--- src/rtl/hb_load_store_master.sv ---
// hb_load_store_master: turns one CPU load/store into an XT high-speed bus access
// with alignment check, load extension and a wait_finish timeout.
module hb_load_store_master #(
   parameter int TIMEOUT_CYCLES = 16
) (
   input  logic        hb_clk,
   input  logic        rst_n,
   input  logic        req_valid,
   output logic        req_ready,
   input  logic        req_we,
   input  logic [2:0]  req_funct3,
   input  logic [31:0] req_addr,
   input  logic [31:0] req_wdata,
   output logic        rsp_valid,
   output logic [31:0] rsp_rdata,
   output logic        rsp_misalign,
   output logic        rsp_timeout,
   output logic [31:0] hb_raddr,
   output logic [31:0] hb_waddr,
   output logic [31:0] hb_wdata,
   output logic [1:0]  hb_write_width,
   output logic        hb_ren,
   output logic        hb_wen,
   input  logic [31:0] hb_rdata,
   input  logic        hb_wait_finish
);
   localparam int CW = $clog2(TIMEOUT_CYCLES);
   typedef enum logic [1:0] {IDLE, RD, WR, RESP} state_t;
   state_t        state;
   logic [1:0]    width, f_width;
   logic          uns, misalign, expire;
   logic [CW-1:0] cnt;
   logic [31:0]   ext;
   // funct3 011/11x collapse to word
   always_comb begin
      f_width = req_funct3[1] ? 2'd2 : {1'b0, req_funct3[0]};
      misalign = (f_width == 2'd1 && req_addr[0]) || (f_width == 2'd2 && req_addr[1:0] != 2'd0);
      expire = cnt == CW'(TIMEOUT_CYCLES - 1);
      ext = width == 2'd0 ? {{24{hb_rdata[7] & ~uns}}, hb_rdata[7:0]} :
            width == 2'd1 ? {{16{hb_rdata[15] & ~uns}}, hb_rdata[15:0]} : hb_rdata;
   end
   always_ff @(posedge hb_clk or negedge rst_n) begin
      if (!rst_n) begin
         state <= IDLE;
         req_ready <= 1'b1;
         rsp_valid <= 1'b0;
         rsp_rdata <= '0;
         rsp_misalign <= 1'b0;
         rsp_timeout <= 1'b0;
         hb_raddr <= '0;
         hb_waddr <= '0;
         hb_wdata <= '0;
         hb_write_width <= '0;
         hb_ren <= 1'b0;
         hb_wen <= 1'b0;
         width <= '0;
         uns <= 1'b0;
         cnt <= '0;
      end else begin
         rsp_valid <= 1'b0;
         rsp_rdata <= '0;
         rsp_misalign <= 1'b0;
         rsp_timeout <= 1'b0;
         case (state)
            IDLE: if (req_valid) begin
               width <= f_width;
               uns <= req_funct3[2];
               cnt <= '0;
               req_ready <= 1'b0;
               if (misalign) begin
                  state <= RESP;
                  rsp_valid <= 1'b1;
                  rsp_misalign <= 1'b1;
               end else if (req_we) begin
                  state <= WR;
                  hb_wen <= 1'b1;
                  hb_waddr <= req_addr;
                  hb_wdata <= req_wdata;
                  hb_write_width <= f_width;
               end else begin
                  state <= RD;
                  hb_ren <= 1'b1;
                  hb_raddr <= req_addr;
               end
            end
            RD, WR: if (hb_wait_finish || expire) begin
               state <= RESP;
               hb_ren <= 1'b0;
               hb_wen <= 1'b0;
               rsp_valid <= 1'b1;
               rsp_timeout <= ~hb_wait_finish;
               rsp_rdata <= (state == RD && hb_wait_finish) ? ext : '0;
            end else begin
               cnt <= cnt + 1'b1;
            end
            default: begin
               state <= IDLE;
               req_ready <= 1'b1;
            end
         endcase
      end
   end
endmodule

--- config.mk ---
export PLATFORM = sky130hd
export DESIGN_NAME = hb_load_store_master
export DESIGN_NICKNAME = d
export VERILOG_FILES = /design/src/rtl/hb_load_store_master.sv
export SDC_FILE = /design/constraint.sdc
export NUM_CORES = 1
export LEC_CHECK = 0
export BUFFER_PORTS_ARGS = -buffer_cell sky130_fd_sc_hd__clkbuf_2
export CORE_MARGIN = 2
export CORE_UTILIZATION = 48
export DETAILED_ROUTE_END_ITERATION = 8
export GPL_ROUTABILITY_DRIVEN = 0
export PLACE_DENSITY = 0.8
export RECOVER_POWER = 100
export SLEW_MARGIN = 40
export SYNTH_ARGS = -nofsm -noshare
export SYNTH_HDL_FRONTEND = slang
export SYNTH_SLANG_ARGS = --single-unit
--- constraint.sdc ---
create_clock -name hb_clk -period 2.5 [get_ports hb_clk]
set_clock_uncertainty 0.2 [all_clocks]
set_input_delay 0.375 -clock hb_clk [delete_from_list [all_inputs] [get_ports hb_clk]]
set_output_delay 0.375 -clock hb_clk [all_outputs]
set_load 0.01 [all_outputs]
==> reports/metrics.yaml <==
status:
  outcome: "complete, no violations"
power_and_ir_drop:
  seqPwrFrac_pct: 39.8
  p_int_mw: 6.58
  p_comb_share_pct: 31.3
  pwr_density_cell_mw_per_mm2: 1190
  p_leak_nw: 3.81
  p_sw_mw: 3.20
  swShare_pct: 32.7
  clockPowerShare_pct: 28.9
  max-vdd-ir-drop_v: 0.000716
detailed_routing:
  viasPerCell: 5.14
  wl_per_cell_um: 17.3
  drt_iter0_drc: 142
  via_count: 4472
  drc_errors: 0
  drt-total-wl_um: 15100
  dr.pass1.iters: 6
  drtAntennaViolNets: 0
clocking:
  clk_latency_ps: 410
  clk_path_buf_depth: 2
  cts.sinks: 145
  cts_setup_buffers: 0
  cts.clk_slew.worst_paths_ps: 60
  hold_buffers: 66
  cts_made_buffers: 17
  post_cts_resize_count: 0
  cts_root_buf: "clkbuf_16"
  htree_levels: 4
  tritoncts: "done"
synthesis:
  synthCells: 392
  postSynthAreaPerCell_um2: 14.9
  synthMuxAreaShare_pct: 22.4
  yosys.cell_types.count: 38
  synth_compound_area_share_pct: 4.83
  synth.area.top_cells: "dfrtp_1, mux2_2, mux2_4, nor2b_1, nor3_1"
  synth_edf_count: 0
  yosysTopAreaCell: "dfrtp_1"
  syn_area_mm2: 0.00585
  synth-xor-area-share_pct: 0
  syn_nets: 500
  yosysMostFrequentCell: "dfrtp_1"
  synth-seq-cells: 145
  synth_top_family_by_area: "multiplexers"
  synthAdderAreaFrac_pct: 0.855
  seq_area_frac_synth_pct: 62.0
  synth-simple-area-share_pct: 7.19
  yosysTopAreaCellShare_pct: 61.6
  yosys-top-cells-count: "dfrtp_1, mux2_2, mux2_4, nor2b_1, nor3_1"
  async_reset_ff_share_pct: 100
  yosysWarnings: 0
  ys.flop_type: "dfrtp_1"
hold_path:
  hold_start: "req_wdata[6]"
  worst_hold_path_type: "in2reg"
finish:
  seqCellArea_mm2: 0.00363
  stdcell_area_mm2: 0.00821
  nFillCells: 930
  syn2layout_area_growth_pct: 40.3
  nets: 817
  multi_input_area_mm2: 0.00190
  drive_gt1_share_pct: 29.1
sta:
  hold_ws_ps: 4.93
  finalSetupViolCount: 0
  relSlewSlack_pct: 1.79
  period_share_pct: 91.0
  final_max_slew_viol_count: 0
  min_period_ps: 2270
  finalHoldViolations: 0
  setup_tns_ps: 0
  worst_slew_pin_slew_ps: 1470
  fmax_mhz: 440
  rsz0062_at_grt: "no"
global_route:
  grt_pass1_vias: 4853
  grt_use_total_pct: 24.0
  grt_overflow: 0
  grt_start_max_net_pins: 59
  antenna_found_initial: 0
  grt_pass1_wl_um: 24000
flow_run:
  drv_cap: 0
floorplan:
  core_area_mm2: 0.0120
  pin_count: 240
  initial_utilization_pct: 48.9
  die_x_um: 114
  core.rowCount: 40
  dieArea_mm2: 0.0131
  fp.dieH_um: 114
placed_design:
  dp_hpwl_um: 9640
  placed_area_mm2: 0.00723
  io_buffer_count: 239
setup_path:
  cp_data_arrival_time_ps: 2370
  crit_start: "state[0]$_DFFE_PN0P_"
  r2r-end: "hb_raddr[4]$_DFFE_PN0P_"
  critPathCaptureType: "flop"
  path_cells: "inv_1 -> ha_1 -> nand2_1 -> nor4_2 -> buf_12 -> mux2_2"
  r2r_cells: 6
  criticalPathCategory: "reg2reg"
  crit_required_ps: 2590
  crit-reg2reg-launch: "state[0]$_DFFE_PN0P_"
  ff2ff_setup_slack_ps: 230
  slowest_stage: "dfrtp_1"
  cp_max_fo: 32
  critical_path.endpoint: "hb_raddr[4]$_DFFE_PN0P_"
  crit_path_max_incr_delay_ps: 400
  start_kind: "flop"
-- metrics by stage --
stage | utilization [%] | total power [mW] | instances | worst slack, ps
after floorplan | - | 5.88 | 392 | 439
after global placement | 60.5 | 7.21 | 771 | 367
final | 68.6 | 9.78 | 870 | 226
after detailed placement | 60.5 | 7.36 | 771 | 303
after global routing | 68.6 | 10.3 | 869 | 66.5
after CTS | 71.6 | 10.3 | 869 | 262
-- flip-flops by register name, summed over array words and instances, names as in the netlist, 2 cells and up --
signal	count
width	2
hb_waddr	32
cnt	4
rsp_rdata	32
hb_raddr	32
hb_wdata	32
hb_write_width	2
state	2
-- critical path: cells and delay by family, from the launching register on --
family,cells,cell delay [ps]
and+or+nand+nor,2,520
DFF,1,400
adders and majority gates,1,300
muxes,1,370
buffers and inverters,2,330
-- cell usage in the layout (no fill, tap or decap), types with 2 or more instances in the layout --
| cell type | n |
|---|---|
| nor2_1 | 2 |
| ha_1 | 4 |
| clkbuf_1 | 138 |
| buf_4 | 5 |
| and2_1 | 3 |
| a21oi_1 | 11 |
| clkbuf_8 | 5 |
| a41oi_1 | 3 |
| buf_12 | 2 |
| mux2_4 | 2 |
| nand2_1 | 6 |
| and2_0 | 7 |
| clkbuf_2 | 105 |
| a31oi_1 | 2 |
| bufinv_16 | 5 |
| clkinvlp_4 | 2 |
| nand2b_1 | 2 |
| clkinv_2 | 2 |
| nand3_1 | 5 |
| o21ai_0 | 15 |
| a2bb2oi_1 | 2 |
| and3b_1 | 2 |
| nor2b_1 | 19 |
| o211ai_1 | 2 |
| inv_1 | 7 |
| clkbuf_16 | 17 |
| mux2_2 | 60 |
| o311ai_0 | 4 |
| dlygate4sd3_1 | 66 |
| nor3_1 | 18 |
| mux2_1 | 40 |
| dfrtp_1 | 144 |
-- power by group through the flow --
stage | logic [mW] | clock network (mW) | registers (mW)
after global routing | 3.36 | 2.97 | 4.02
final | 3.07 | 2.82 | 3.89
after floorplan | 1.65 | 0 | 4.23
after CTS | 3.57 | 2.87 | 3.90
after detailed placement | 3.44 | 0 | 3.92
after global placement | 3.35 | 0 | 3.86
-- how the worst min path moves through the flow --
stage / depth (start not counted) / to
final: 2 / hb_wdata[6]$_DFFE_PN0P_
after global placement: 1 / cnt[2]$_DFFE_PN0P_
after CTS: 2 / hb_raddr[12]$_DFFE_PN0P_
after floorplan: 0 / cnt[0]$_DFFE_PN0P_
after global routing: 2 / hb_waddr[6]$_DFFE_PN0P_
after detailed placement: 1 / cnt[0]$_DFFE_PN0P_
-- cell families (layout without fill, tap and decap cells) --
kind of cell / Yosys count / after routing
AO/OA/AOI/OAI: 45 / 45
flip-flops: 145 / 145
other: 0 / 1
multiplexers: 103 / 103
AND/OR/NAND/NOR: 70 / 70
adder cells (fa/ha/maj): 4 / 4
buffers and inverters: 25 / 355
-- layer usage --
metal / share of wire (%) / wire, um / up-vias / GRT usage, %
met5: 0 / 0 / - / 0
met2: 53 / 8010 / 181 / 43.1
met3: 6.8 / 1020 / 39 / 7.52
met4: 2.7 / 401 / 0 / 10.5
met1: 37 / 5620 / 2213 / 26.0
li1: - / - / 2039 / -
-- layout make-up --
type	count	area share, %
Clock inverter	9	2.13
Tap cell	147	2.24
Clock buffer	23	6.07
Timing Repair Buffer	316	21.8
Antenna cell	1	0.0305
Sequential cell	145	44.2
Inverter	7	0.320
Multi-Input combinational cell	222	23.2
Note: power is estimated with default switching activity, not from simulation.
